[src/rtl/gaplus_video_pkg.sv]
// Shared constants, pixel-flag struct and priority resolver for the Gaplus video mixer.
// The optional layer mask (GAPLUS_MIX_LAYER_MASK_EN) only feeds the layer_en field.
package gaplus_video_pkg;

    localparam int         MIX_LAT       = 5;
    localparam int         RGB_W         = 4;
    localparam logic [7:0] SP_TRANSP_DEF = 8'hFF;
    localparam logic       PAL_SEL_BG    = 1'b0;
    localparam logic       PAL_SEL_SP    = 1'b1;

    // BG and sprite flags that travel one stage behind the sprite CLUT address
    typedef struct packed {
        logic [7:0] bg_idx;
        logic       bg_pri;
        logic       sp_empty;
        logic [1:0] layer_en;
    } mix_flags_t;

    // A disabled BG layer falls through to the backdrop entry rather than its own index
    function automatic logic [8:0] resolve_pal_addr(
        input logic [7:0] sp_code,
        input mix_flags_t flags,
        input logic [7:0] transp
    );
        logic spr_vis;
        logic bg_vis;
        spr_vis = flags.layer_en[1] && !flags.sp_empty && (sp_code != transp);
        bg_vis  = flags.layer_en[0] && (flags.bg_idx[1:0] != 2'b00);
        if (spr_vis && !(flags.bg_pri && bg_vis)) begin
            return {PAL_SEL_SP, sp_code};
        end else if (flags.layer_en[0]) begin
            return {PAL_SEL_BG, flags.bg_idx};
        end else begin
            return {PAL_SEL_BG, 8'h00};
        end
    endfunction

endpackage

[src/rtl/gaplus_delay_line.sv]
// N-stage shift register with synchronous reset to RST_VAL; every stage is exposed
// so callers can tap intermediate delays.
module gaplus_delay_line #(
    parameter int           W       = 1,
    parameter int           N       = 1,
    parameter logic [W-1:0] RST_VAL = '0
) (
    input  logic                  i_clk,
    input  logic                  i_reset,
    input  logic [W-1:0]          i_d,
    output logic [N-1:0][W-1:0]   o_stages
);

    logic [N-1:0][W-1:0] r_stages;

    always_ff @(posedge i_clk) begin
        if (i_reset) begin
            r_stages <= {N{RST_VAL}};
        end else begin
            r_stages[0] <= i_d;
            for (int k = 1; k < N; k++) begin
                r_stages[k] <= r_stages[k-1];
            end
        end
    end

    assign o_stages = r_stages;

endmodule

[src/rtl/gaplus_video_mixer.sv]
// Gaplus sprite/BG mixer: fixed 5-cycle pipeline from pixel indices to blanked RGB.
// Define GAPLUS_MIX_LAYER_MASK_EN to add the i_layer_en per-layer enable input.
module gaplus_video_mixer #(
    parameter logic [7:0] SP_TRANSP = gaplus_video_pkg::SP_TRANSP_DEF,
    parameter int         RGB_W     = gaplus_video_pkg::RGB_W
) (
    input  logic               i_vclk,
    input  logic               i_reset,
    input  logic               i_hb,
    input  logic               i_vb,
    input  logic [8:0]         i_sp_idx,
    input  logic [7:0]         i_bg_idx,
    input  logic               i_bg_pri,
`ifdef GAPLUS_MIX_LAYER_MASK_EN
    input  logic [1:0]         i_layer_en,
`endif
    output logic [8:0]         o_spclut_a,
    input  logic [7:0]         i_spclut_d,
    output logic [8:0]         o_pal_a,
    input  logic [3*RGB_W-1:0] i_pal_d,
    output logic [RGB_W-1:0]   o_r,
    output logic [RGB_W-1:0]   o_g,
    output logic [RGB_W-1:0]   o_b,
    output logic               o_hb,
    output logic               o_vb
);

    import gaplus_video_pkg::*;

    logic [1:0]                  w_layer_en;
    logic [8:0]                  r_spclut_a;
    logic [7:0]                  r_bg_idx1;
    logic                        r_bg_pri1;
    logic [1:0]                  r_layer_en1;
    mix_flags_t                  w_s1_flags;
    logic [0:0][$bits(mix_flags_t)-1:0] w_s2_stages;
    mix_flags_t                  w_s2_flags;
    logic [8:0]                  r_pal_a;
    logic [MIX_LAT-1:0][1:0]     w_blank_stages;
    logic                        w_blank5;
    logic                        w_unused_blank;
    logic [3*RGB_W-1:0]          r_rgb;

`ifdef GAPLUS_MIX_LAYER_MASK_EN
    assign w_layer_en = i_layer_en;
`else
    assign w_layer_en = 2'b11;
`endif

    // S1: the registered sprite index doubles as the sprite CLUT PROM address
    always_ff @(posedge i_vclk) begin
        if (i_reset) begin
            r_spclut_a  <= '0;
            r_bg_idx1   <= '0;
            r_bg_pri1   <= 1'b0;
            r_layer_en1 <= '0;
        end else begin
            r_spclut_a  <= i_sp_idx;
            r_bg_idx1   <= i_bg_idx;
            r_bg_pri1   <= i_bg_pri;
            r_layer_en1 <= w_layer_en;
        end
    end

    assign w_s1_flags.bg_idx   = r_bg_idx1;
    assign w_s1_flags.bg_pri   = r_bg_pri1;
    assign w_s1_flags.sp_empty = (r_spclut_a[2:0] == 3'd0);
    assign w_s1_flags.layer_en = r_layer_en1;

    // S2 lines the BG side up with the CLUT PROM's one-cycle read latency
    gaplus_delay_line #(
        .W       ($bits(mix_flags_t)),
        .N       (1),
        .RST_VAL ('0)
    ) u_flag_align (
        .i_clk    (i_vclk),
        .i_reset  (i_reset),
        .i_d      (w_s1_flags),
        .o_stages (w_s2_stages)
    );

    assign w_s2_flags = mix_flags_t'(w_s2_stages[0]);

    always_ff @(posedge i_vclk) begin
        if (i_reset) begin
            r_pal_a <= '0;
        end else begin
            r_pal_a <= resolve_pal_addr(i_spclut_d, w_s2_flags, SP_TRANSP);
        end
    end

    // Blank flags reset high so the screen stays dark until real pixels reach S5
    gaplus_delay_line #(
        .W       (2),
        .N       (MIX_LAT),
        .RST_VAL (2'b11)
    ) u_blank_delay (
        .i_clk    (i_vclk),
        .i_reset  (i_reset),
        .i_d      ({i_hb, i_vb}),
        .o_stages (w_blank_stages)
    );

    assign w_blank5       = |w_blank_stages[MIX_LAT-2];
    assign w_unused_blank = |w_blank_stages[MIX_LAT-3:0];

    always_ff @(posedge i_vclk) begin
        if (i_reset) begin
            r_rgb <= '0;
        end else begin
            r_rgb <= w_blank5 ? '0 : i_pal_d;
        end
    end

    assign o_spclut_a = r_spclut_a;
    assign o_pal_a    = r_pal_a;
    assign o_r        = r_rgb[3*RGB_W-1 -: RGB_W];
    assign o_g        = r_rgb[2*RGB_W-1 -: RGB_W];
    assign o_b        = r_rgb[RGB_W-1 -: RGB_W];
    assign o_hb       = w_blank_stages[MIX_LAT-1][1];
    assign o_vb       = w_blank_stages[MIX_LAT-1][0];

endmodule

[config.mk]
export PLATFORM = sky130hd
export DESIGN_NAME = gaplus_video_mixer
export DESIGN_NICKNAME = d
export VERILOG_FILES = /design/src/rtl/gaplus_video_pkg.sv /design/src/rtl/gaplus_delay_line.sv /design/src/rtl/gaplus_video_mixer.sv
export SDC_FILE = /design/constraint.sdc
export NUM_CORES = 1
export LEC_CHECK = 0
export BUFFER_PORTS_ARGS = -buffer_cell sky130_fd_sc_hd__buf_2
export CAP_MARGIN = 10
export CORE_MARGIN = 1.5
export CORE_UTILIZATION = 25
export CTS_BUF_LIST = sky130_fd_sc_hd__clkbuf_2 sky130_fd_sc_hd__clkbuf_4 sky130_fd_sc_hd__clkbuf_8
export CTS_CLUSTER_DIAMETER = 100
export CTS_CLUSTER_SIZE = 16
export DETAILED_ROUTE_END_ITERATION = 6
export MAX_ROUTING_LAYER = met4
export SYNTH_ARGS = -nofsm -noshare
export SYNTH_HDL_FRONTEND = slang
export SYNTH_SLANG_ARGS = --single-unit
[constraint.sdc]
create_clock -name i_vclk -period 2.6 [get_ports i_vclk]
set_input_delay 0.65 -clock i_vclk [delete_from_list [all_inputs] [get_ports i_vclk]]
set_output_delay 0.65 -clock i_vclk [all_outputs]
set_load 0.03 [all_outputs]
* Yosys cells after proc, flatten, opt, wreduce, memory -nomap -nowiden
Index checks and enable logic that the tools add are counted.
** Storage, ports and cells
- Memories :: 0
- Logic and storage cells :: 26
- Bits in latches :: 0
- Flip-flop bits (word level) :: 63
- RAM bits :: 0
- ROM bits :: 0
** Operators by class
- Bitwise operators :: 0
- Order comparisons :: 0
- Mux-type cells :: 3
- Eq/ne operators :: 1
- Add/sub/neg operators :: 0
- Multipliers :: 0
- Shift-type cells :: 0
- Reductions and logical operators :: 10
- Divide/modulo/power cells :: 0
** Operator list (count)
- 9-bit 2-to-1 mux :: 1
- 8-bit 2-to-1 mux :: 1
- 8-bit inequality test, second input constant :: 1
- 1-bit logical AND :: 5
- 3-bit logical NOT :: 1
- 3-bit OR reduction :: 1
- 1-bit logical NOT :: 2
- 2-bit 2-to-1 mux :: 1
- 2-bit nonzero test :: 1

* Depth between registers and ports, before layout
Gate-level depths: netlist of the first run.
- Depth after elaboration :: 6
- Depth in mapped cells :: 4
- Depth with buffers taken out :: 3

* Modules after synthesis
From an unflattened synthesis of the first run, not the netlist that was laid out.
** Unflattened totals
- Cell total of the unflattened synthesis :: 154
- Area total of the unflattened synthesis :: 1856.8 µm²
** Modules (own cells, without submodules)
- gaplus_video_mixer :: area each 1227.4 µm², instances 1, cells each 109
- gaplus_delay_line (u_flag_align) :: area each 366.6 µm², instances 1, cells each 25
- gaplus_delay_line (u_blank_delay) :: area each 262.8 µm², instances 1, cells each 20

* Worst setup path after synthesis of the first run
OpenSTA, ideal clock, no wires.
- Kind :: input port to flip-flop
- From :: in i_spclut_d[0]
- To :: reg r_pal_a[0] (netlist: o_pal_a[0])
- Slack :: 1.246 ns
- Data required time :: 2.528 ns
- Arrival :: 1.282 ns
- Library setup time :: 0.072 ns
- Buffers on the path :: 1
- Stages :: 4
- Path through :: nand4_1 > o2111ai_1 > buf_6 > mux2i_1
** Between the ends
- Word-level cells in the longest chain between the ends :: 4
** RTL lines
- start, declared :: RTL line gaplus_video_mixer.sv:18 : input logic [7:0] i_spclut_d,
- 8-bit inequality test :: RTL line gaplus_video_pkg.sv:27 : spr_vis = flags.layer_en[1] && !flags.sp_empty && (sp_code != transp);
- 1-bit logical AND :: RTL line gaplus_video_pkg.sv:27
- 1-bit logical AND :: RTL line gaplus_video_pkg.sv:29 : if (spr_vis && !(flags.bg_pri && bg_vis)) begin
- 9-bit 2-to-1 mux (*) :: RTL line gaplus_video_pkg.sv:29
- end signal, assigned :: RTL line gaplus_video_mixer.sv:88 : r_pal_a <= resolve_pal_addr(i_spclut_d, w_s2_flags, SP_TRANSP);
- end, declared :: RTL line gaplus_video_mixer.sv:38 : logic [8:0] r_pal_a;
Mark *: on every way between the ends. The rest lies on a longest branch, timed or not.
A chain may end at the register's enable or synchronous reset.

==> flow_metrics.py, run 1 <==
metrics = {
    "grt": {
        "grt_pass1_wl_um": 5000,
        "grt_max_degree": 43,
        "grt_pass1_vias": 1093,
        "antenna_found_initial": 0,
        "track_usage_pct": 9.56,
        "overflow": 0,
    },
    "detailed_routing": {
        "first_iter_violations": 46,
        "vias": 1184,
        "drt_wl_total_um": 3160,
        "drc_errors": 0,
        "ant_nets": 0,
        "routed_via_density": 3.58,
        "wl_per_cell_um": 9.55,
        "drt_pre_antenna_iters": 2,
    },
    "die": {
        "dieArea_mm2": 0.00762,
        "num_rows": 30,
        "die-width_um": 87.3,
        "io_pins": 74,
        "start_util_pct": 26.0,
        "coreArea_mm2": 0.00683,
        "die_height_um": 87.3,
    },
    "placed_design": {
        "place.gp.congestion": 0.699,
        "dp_cells": 315,
        "io_buffers": 73,
        "hpwl_um": 2200,
    },
    "min_path": {
        "hold_depth": 1,
        "min_to": "u_blank_delay.o_stages[2]",
        "hold_class": "reg -> reg",
        "min_from": "u_blank_delay.o_stages[0]",
    },
    "critical_path": {
        "slowest_stage": "nor2b_1",
        "path_delay_family": "simple AND/OR/NAND/NOR gates",
        "end_kind": "flop",
        "reg2reg_slack_ns": 1.49,
        "crit_type": "in -> reg",
        "critPathBufInv": 1,
        "rr_worst_depth": 3,
        "crit_chain": "buf_2, nor2b_1, nand2_1, mux2i_1",
        "r2r-end": "o_pal_a[4]",
        "crit_arrival_ns": 1.77,
        "worstSetupStartpointType": "primary input",
        "cp_max_fo": 42,
        "cpPeakStageDelay_ns": 0.48,
        "cp_data_required_time_ns": 2.85,
        "r2r-start": "u_flag_align.o_stages[1]",
    },
    "clocking": {
        "cts_resized": 0,
        "h-tree-depth": 3,
        "insertion_delay_ns": 0.33,
        "root_buffer": "clkbuf_8",
        "cts_tree": "yes",
        "path_clk_slew_ns": 0.07,
        "clock_sinks": 61,
        "post-cts-setup-buffers": 0,
        "clock_path_buffers": 2,
        "hold_buffers": 0,
        "cts-buffers-inserted": 9,
    },
    "final_layout": {
        "insertedDiodeCount": 0,
        "n_fill_cell": 715,
        "final_layout_size_suffix_gt1_share_pct": 43.4,
        "fin_util_pct": 36.0,
        "multiInputGateArea_um2": 509,
        "area_growth_syn_to_layout_pct": 38.5,
        "layout_common_cells": "buf_2 (73), dfxtp_1 (61), nor2b_1 (29)",
        "regArea_mm2": 0.00122,
        "final_common_cell": "buf_2",
        "final_cells": 331,
        "design.final.nets": 272,
    },
    "timing": {
        "slew_viol_final": 0,
        "fin_worst_skew_ns": 0.00790,
        "timing.final.crit_share_pct": 58.5,
        "max_freq_mhz": 657,
        "hold_viol_final": 0,
        "rsz0062_at_grt": "false",
        "setup_viol": 0,
        "relSlewSlack_pct": 53.5,
        "fin_crit_ns": 1.52,
        "setup_tns_ns": 0,
        "tightest_slew_ns": 0.698,
    },
    "yosys": {
        "syn_inst": 152,
        "seq_area_frac_synth_pct": 68.7,
        "yosys_warnings": 0,
        "syn-cell-area_mm2": 0.00178,
        "avgSynthCellArea_um2": 11.7,
        "syn_nets": 194,
        "synth_cell_type_count": 19,
        "synth-seq-cells": 61,
    },
    "power_and_ir_drop": {
        "p_leak_nw": 1.17,
        "ir_drop_v": 0.000303,
        "power_density_mw_per_mm2": 828,
    },
    "run": {
        "maxCapViolations": 0,
    },
    "run_status": {
        "status": "finished clean",
    },
}
## stage by stage
stage / power (mW) / hold WS, ns / worst slack [ns] / area (um^2)
2_1_floorplan: 1.06 / 0.389 / 1.25 / 1780
3_3_place_gp: 1.11 / 0.394 / 0.773 / 2230
3_5_place_dp: 1.11 / 0.393 / 0.736 / 2230
4_1_cts: 2.08 / 0.407 / 1.06 / 2460
5_1_grt: 2.13 / 0.414 / 1.01 / 2460
6_report: 2.04 / 0.406 / 1.08 / 2460
## metal layers
metal / share of wire (%) / GRT usage (%) / up-vias
met4: 1.8 / 6.93 / 0
li1: - / - / 624
met5: 0 / - / -
met3: 8.9 / 5.59 / 6
met2: 41 / 11.7 / 56
met1: 48 / 11.2 / 498
## kinds of logic (layout without fill, tap and decap cells)
group                  after synthesis  in the layout  synth area share, %
buffers and inverters                9             92                 2.60
DFF                                 61             61                 68.7
and+or+nand+nor                     72             72                 23.4
AOI/OAI and AO/OA                    2              2                0.774
muxes                                8              8                 4.51
## registers in the layout, summed over array words and instances (netlist names)
name                    cells
o_spclut_a                  9
u_flag_align.o_stages      11
r_bg_pri1                   1
r_bg_idx1                   8
u_blank_delay.o_stages     10
o_pal_a                     9
r_rgb                      12
r_layer_en1                 1
## synth_stat cells (all sizes together)
| library cell | count | area share (%) |
|---|---|---|
| nand4 | 2 | 0.70 |
| o2111ai | 1 | 0.49 |
| inv | 2 | 0.42 |
| clkbuf | 4 | 0.84 |
| nand2 | 16 | 3.4 |
| nor2 | 2 | 0.84 |
| nor2b | 29 | 10 |
| o21ai | 1 | 0.28 |
| mux2i | 8 | 4.5 |
| buf | 3 | 1.3 |
| or2 | 10 | 3.7 |
| nor4 | 1 | 0.35 |
| and2 | 12 | 4.2 |
| dfxtp | 61 | 69 |
## cell type report
type                       count  area share (%)
clock inverter                 4            2.85
timing repair buffer          74            15.2
clock buffer                  12            6.46
multi-input combinational     82            20.7
sequential                    61            49.6
tap                           96            4.88
inverter                       2           0.305
## worst max path at each step
stage / slack (ns) / cells after the start / from / endpoint
after floorplan: 1.25 / 4 / i_spclut_d[0] / o_pal_a[0]
final: 1.08 / 4 / i_reset / o_pal_a[4]
after detailed placement: 0.74 / 4 / i_reset / o_pal_a[4]
after global routing: 1.01 / 4 / i_reset / o_pal_a[4]
after CTS: 1.06 / 1 / o_pal_a[7] / o_pal_a[7]
after global placement: 0.77 / 4 / i_reset / o_pal_a[4]
## where the power goes
part           leakage, nW  total (mW)  switching, mW  internal, mW
sequential           0.501       0.975        0.00780         0.967
combinational        0.548       0.115         0.0637        0.0518
clock                0.120       0.947          0.348         0.599
(Power assumes the default switching activity.)
==> run 2: changes to the inputs <==
--- a/config.mk
+++ b/config.mk
@@ -5,6 +5,7 @@
 export SDC_FILE = /design/constraint.sdc
 export NUM_CORES = 1
 export LEC_CHECK = 0
+export ABC_AREA = 1
 export BUFFER_PORTS_ARGS = -buffer_cell sky130_fd_sc_hd__buf_2
 export CAP_MARGIN = 10
 export CORE_MARGIN = 1.5
==> constraint.sdc (replaced) <==
create_clock -name i_vclk -period 1.5 [get_ports i_vclk]
set_input_delay 0.375 -clock i_vclk [delete_from_list [all_inputs] [get_ports i_vclk]]
set_output_delay 0.375 -clock i_vclk [all_outputs]
set_load 0.03 [all_outputs]
==> flow_metrics.py, run 2 <==
metrics = {
    "timing": {
        "slew_viol_final": 0,
        "rsz0062_at_grt": "false",
        "timing.final.crit_share_pct": 81.8,
        "max_freq_mhz": 815,
        "tightest_slew_ns": 0.459,
        "setup_viol": 0,
        "fin_worst_skew_ns": 0.00636,
        "setup_tns_ns": 0,
        "relSlewSlack_pct": 69.3,
        "fin_crit_ns": 1.23,
        "hold_viol_final": 0,
    },
    "clocking": {
        "hold_buffers": 0,
        "root_buffer": "clkbuf_8",
        "path_clk_slew_ns": 0.06,
        "cts_resized": 0,
        "clock_sinks": 61,
        "insertion_delay_ns": 0.33,
        "cts-buffers-inserted": 9,
        "h-tree-depth": 3,
        "cts_tree": "yes",
        "clock_path_buffers": 2,
        "post-cts-setup-buffers": 0,
    },
    "final_layout": {
        "top_register": "r_rgb",
        "final_common_cell": "buf_2",
        "post-route-cell-area_mm2": 0.00254,
        "area_growth_syn_to_layout_pct": 34.0,
        "insertedDiodeCount": 0,
        "largest_reg_flops": 12,
        "design.final.nets": 337,
        "final_layout_size_suffix_gt1_share_pct": 36.7,
        "layout_common_cells": "buf_2 (73), dfxtp_1 (61), inv_1 (50)",
        "final_cells": 399,
        "n_fill_cell": 803,
        "fin_util_pct": 34.9,
    },
    "die": {
        "die_height_um": 90.1,
        "die-width_um": 90.1,
        "start_util_pct": 26.0,
        "io_pins": 74,
        "num_rows": 31,
        "dieArea_mm2": 0.00812,
        "coreArea_mm2": 0.00729,
    },
    "critical_path": {
        "cp_max_fo": 2,
        "crit_chain": "buf_2",
        "crit_type": "reg -> out",
        "slowest_stage": "dfxtp_1",
        "crit_arrival_ns": 0.85,
        "cp_data_required_time_ns": 1.12,
        "critPathBufInv": 1,
        "cpPeakStageDelay_ns": 0.32,
        "end_kind": "output port",
        "path_delay_family": "flip-flops",
        "worstSetupStartpointType": "flop",
    },
    "yosys": {
        "synth_cell_type_count": 15,
        "avgSynthCellArea_um2": 8.91,
        "syn_nets": 255,
        "seq_area_frac_synth_pct": 64.3,
        "synth_top_cell_by_area": "dfxtp_1",
        "yosys_warnings": 0,
        "yosysMostFrequentCell": "dfxtp_1",
        "synth_edf_count": 0,
        "async_flop_share_pct": 0,
        "synth_ff_type": "dfxtp_1",
        "syn-cell-area_mm2": 0.00190,
        "synth-seq-cells": 61,
        "synth_top_area_share_pct": 64.3,
        "syn_inst": 213,
        "synthTopCellsByArea": "dfxtp_1 (64%), inv_1 (9.9%), nor2_1 (9.1%)",
        "synthTopCellsByCount": "dfxtp_1 (61), inv_1 (50), nor2_1 (46)",
    },
    "grt": {
        "grt_max_degree": 20,
        "track_usage_pct": 9.95,
        "antenna_found_initial": 0,
        "overflow": 0,
        "grt_pass1_vias": 1397,
        "grt_pass1_wl_um": 6100,
    },
    "detailed_routing": {
        "routed_via_density": 3.53,
        "drt_pre_antenna_iters": 4,
        "first_iter_violations": 52,
        "drc_errors": 0,
        "vias": 1409,
        "drt_wl_total_um": 3560,
        "ant_nets": 0,
        "wl_per_cell_um": 8.91,
    },
    "min_path": {
        "hold_class": "in -> reg",
    },
    "power_and_ir_drop": {
        "p_leak_nw": 1.39,
        "ir_drop_v": 0.000593,
        "power_density_mw_per_mm2": 1250,
    },
    "run": {
        "maxCapViolations": 0,
    },
    "placed_design": {
        "hpwl_um": 2580,
        "io_buffers": 73,
        "place_area_mm2": 0.00237,
        "dp_cells": 383,
        "place.gp.congestion": 0.722,
    },
    "run_status": {
        "status": "finished clean",
    },
}
==> run 2: cell families (layout without fill, tap and decap cells) <==
logic type      after synthesis  in the layout  synth area share, %
simple gates                 92             92                 21.7
flops                        61             61                 64.3
buf+inv                      58            145                 13.1
compound gates                2              2                0.923
==> run 2: final cells by class <==
type	instances	area [um^2]	share of cell area (%)
Multi-Input combinational cell	94	429	16.9
Clock buffer	14	161	6.35
Tap cell	99	124	4.87
Timing Repair Buffer	79	410	16.1
Clock inverter	2	10.0	0.394
Inverter	50	188	7.38
Sequential cell	61	1220	48.0
==> run 2: routing by layer <==
layer,vias to the layer above,share of wire [%],global-route usage [%]
met3,6,8.2,4.23
met1,571,48,11.5
li1,773,-,-
met2,59,43,13.8
met5,-,0,-
met4,0,1.6,6.75
==> run 2: stage by stage <==
step / setup slack (ns) / power (mW) / hold WS [ns]
after global routing: 0.214 / 3.36 / 0.221
final: 0.272 / 3.19 / 0.233
after CTS: 0.236 / 3.25 / 0.203
after detailed placement: 0.251 / 1.96 / 0.394
after floorplan: 0.501 / 1.87 / 0.388
after global placement: 0.287 / 1.96 / 0.393
==> run 2: worst paths after layout <==
kind | to | slack, ns | startpoint | depth (start not counted)
worst min-delay path | u_blank_delay.o_stages[1] | 0.23 | i_hb | 2
worst max register to register | o_pal_a[0] | 0.47 | u_flag_align.o_stages[1] | 6
worst min register to register | u_flag_align.o_stages[3] | 0.40 | r_bg_pri1 | 2
worst max-delay path | o_spclut_a[1] | 0.27 | o_spclut_a[1] | 1
==> run 2: power by group <==
group	internal [mW]	switching (mW)	total, mW
Sequential	1.68	0.0153	1.69
Combinational	0.0948	0.137	0.231
Clock	0.687	0.574	1.26
Total	2.46	0.726	3.19
==> run 3: changes to the inputs <==
==> constraint.sdc (replaced) <==
create_clock -name i_vclk -period 1.19 [get_ports i_vclk]
set_input_delay 0.2975 -clock i_vclk [delete_from_list [all_inputs] [get_ports i_vclk]]
set_output_delay 0.2975 -clock i_vclk [all_outputs]
set_load 0.03 [all_outputs]
==> flow_metrics.py, run 3 (synthesis gave the netlist of run 2 again) <==
metrics = {
    "run_status": {
        "status": "finished clean",
    },
    "detailed_routing": {
        "wl_per_cell_um": 8.53,
        "met3_wirelength_um": 213,
        "ant_nets": 0,
        "wl_met1_um": 1760,
        "routed_via_density": 3.55,
        "first_iter_violations": 45,
        "drt_wl_total_um": 3440,
        "drt_pre_antenna_iters": 4,
        "wl_met2_um": 1390,
        "drc_errors": 0,
        "vias": 1430,
        "top_layer": "met4",
    },
    "critical_path": {
        "r2r-start": "u_flag_align.o_stages[1]",
        "r2r-end": "o_pal_a[4]",
        "cp_max_fo": 2,
        "cpPeakStageDelay_ns": 0.33,
        "critPathBufInv": 1,
        "crit_arrival_ns": 0.84,
        "crit_type": "reg -> out",
        "path_delay_family": "flip-flops",
        "worst-path-stages": 1,
        "cp_data_required_time_ns": 0.89,
        "slowest_stage": "dfxtp_1",
        "cp-startpoint": "o_spclut_a[2]",
        "crit_chain": "clkbuf_4",
        "reg2reg_slack_ns": 0.17,
        "rr_worst_depth": 5,
        "worstSetupStartpointType": "flop",
        "end_kind": "output port",
    },
    "clocking": {
        "cts_resized": 0,
        "cts_tree": "yes",
        "post-cts-setup-buffers": 0,
        "cts-buffers-inserted": 9,
        "h-tree-depth": 3,
        "root_buffer": "clkbuf_8",
        "path_clk_slew_ns": 0.07,
        "clock_path_buffers": 2,
        "hold_buffers": 0,
        "clock_sinks": 61,
        "insertion_delay_ns": 0.33,
    },
    "final_layout": {
        "largest_reg_flops": 12,
        "insertedDiodeCount": 0,
        "layout_common_cells": "buf_2 (70), dfxtp_1 (61), inv_1 (50)",
        "area_growth_syn_to_layout_pct": 37.1,
        "design.final.nets": 341,
        "top_register": "r_rgb",
        "final_layout_size_suffix_gt1_share_pct": 37.8,
        "fin_util_pct": 35.7,
        "final_common_cell": "buf_2",
    },
    "min_path": {
        "min_to": "u_blank_delay.o_stages[1]",
        "hold_depth": 2,
        "min_from": "i_hb",
        "hold_class": "in -> reg",
    },
    "power_and_ir_drop": {
        "ir_drop_v": 0.000989,
        "intPower_mw": 3.19,
        "power_switching_mw": 0.987,
        "power_density_mw_per_mm2": 1610,
        "combPwrFrac_pct": 7.1,
        "clkPwrFrac_pct": 41.9,
        "power_mw": 4.18,
        "p_leak_nw": 1.42,
        "p_seq_share_pct": 51.0,
        "sw_frac_of_total_pct": 23.6,
    },
    "grt": {
        "grt_pass1_vias": 1359,
        "antenna_found_initial": 0,
        "grt_max_degree": 15,
        "track_usage_pct": 9.46,
        "grt_pass1_wl_um": 5860,
        "overflow": 0,
    },
    "timing": {
        "max_freq_mhz": 880,
        "relSlewSlack_pct": 78.0,
        "slew_viol_final": 0,
        "hold-worst-slack_ns": 0.150,
        "fin_worst_skew_ns": 0.00635,
        "rsz0062_at_grt": "false",
        "fin_crit_ns": 1.14,
        "setup_tns_ns": 0,
        "hold_viol_final": 0,
        "tightest_slew_ns": 0.329,
        "setup_viol": 0,
        "timing.final.crit_share_pct": 95.5,
    },
    "run": {
        "maxCapViolations": 0,
    },
    "die": {
        "die-width_um": 90.1,
        "num_rows": 31,
        "coreArea_mm2": 0.00729,
        "start_util_pct": 26.0,
        "io_pins": 74,
        "dieArea_mm2": 0.00812,
        "die_height_um": 90.1,
    },
    "placed_design": {
        "place.gp.congestion": 0.801,
        "io_buffers": 73,
        "hpwl_um": 2550,
    },
}
==> run 3: changes by cell type in the layout (fill, tap and decap cells not counted) <==
cell	previous run	this run
bufinv_16	0	1
clkinv_2	2	4
buf_2	73	70
clkinv_4	0	1
buf_4	6	12
clkbuf_4	5	1
clkinvlp_4	0	1
nand2_2	0	1
nand2_1	19	18
==> run 3: through the flow <==
stage | worst slack (ns) | std cells | area [um^2]
2_1_floorplan | 0.261 | 213 | 1900
3_3_place_gp | 0.0924 | 387 | 2400
3_5_place_dp | 0.0612 | 387 | 2400
4_1_cts | 0.00213 | 403 | 2590
5_1_grt | 0.00332 | 403 | 2600
6_report | 0.0532 | 403 | 2600
==> run 3: per-layer routing <==
metal | vias to the layer above | GRT usage, %
li1 | 782 | -
met1 | 585 | 11.4
met4 | 0 | 6.75
met3 | 8 | 2.96
met2 | 55 | 13.3
met5 | - | -
==> run 3: power by group through the flow <==
| stage | Sequential [mW] | Combinational (mW) | Clock [mW] |
|---|---|---|---|
| after detailed placement | 2.18 | 0.299 | 0 |
| after global placement | 2.18 | 0.296 | 0 |
| after global routing | 2.14 | 0.337 | 1.92 |
| after floorplan | 2.23 | 0.117 | 0 |
| after CTS | 2.13 | 0.299 | 1.83 |
| final | 2.13 | 0.298 | 1.75 |
==> run 3: layout make-up <==
type                    instances  area [um^2]
clock inverters                 7         66.3
multi-input cells              94          432
flip-flops and latches         61         1220
repair buffers                 83          448
clock buffers                   9          124
fillers                       796         4690
inverters                      50          188
well taps                      99          124
==> run 3: worst max path at each step <==
stage	to	slack [ns]
finish	o_spclut_a[2]	0.05
detailed placement	r_rgb[3]	0.06
global route	o_spclut_a[2]	0.003
global placement	o_pal_a[5]	0.09
floorplan	o_pal_a[0]	0.26
CTS	o_spclut_a[1]	0.002
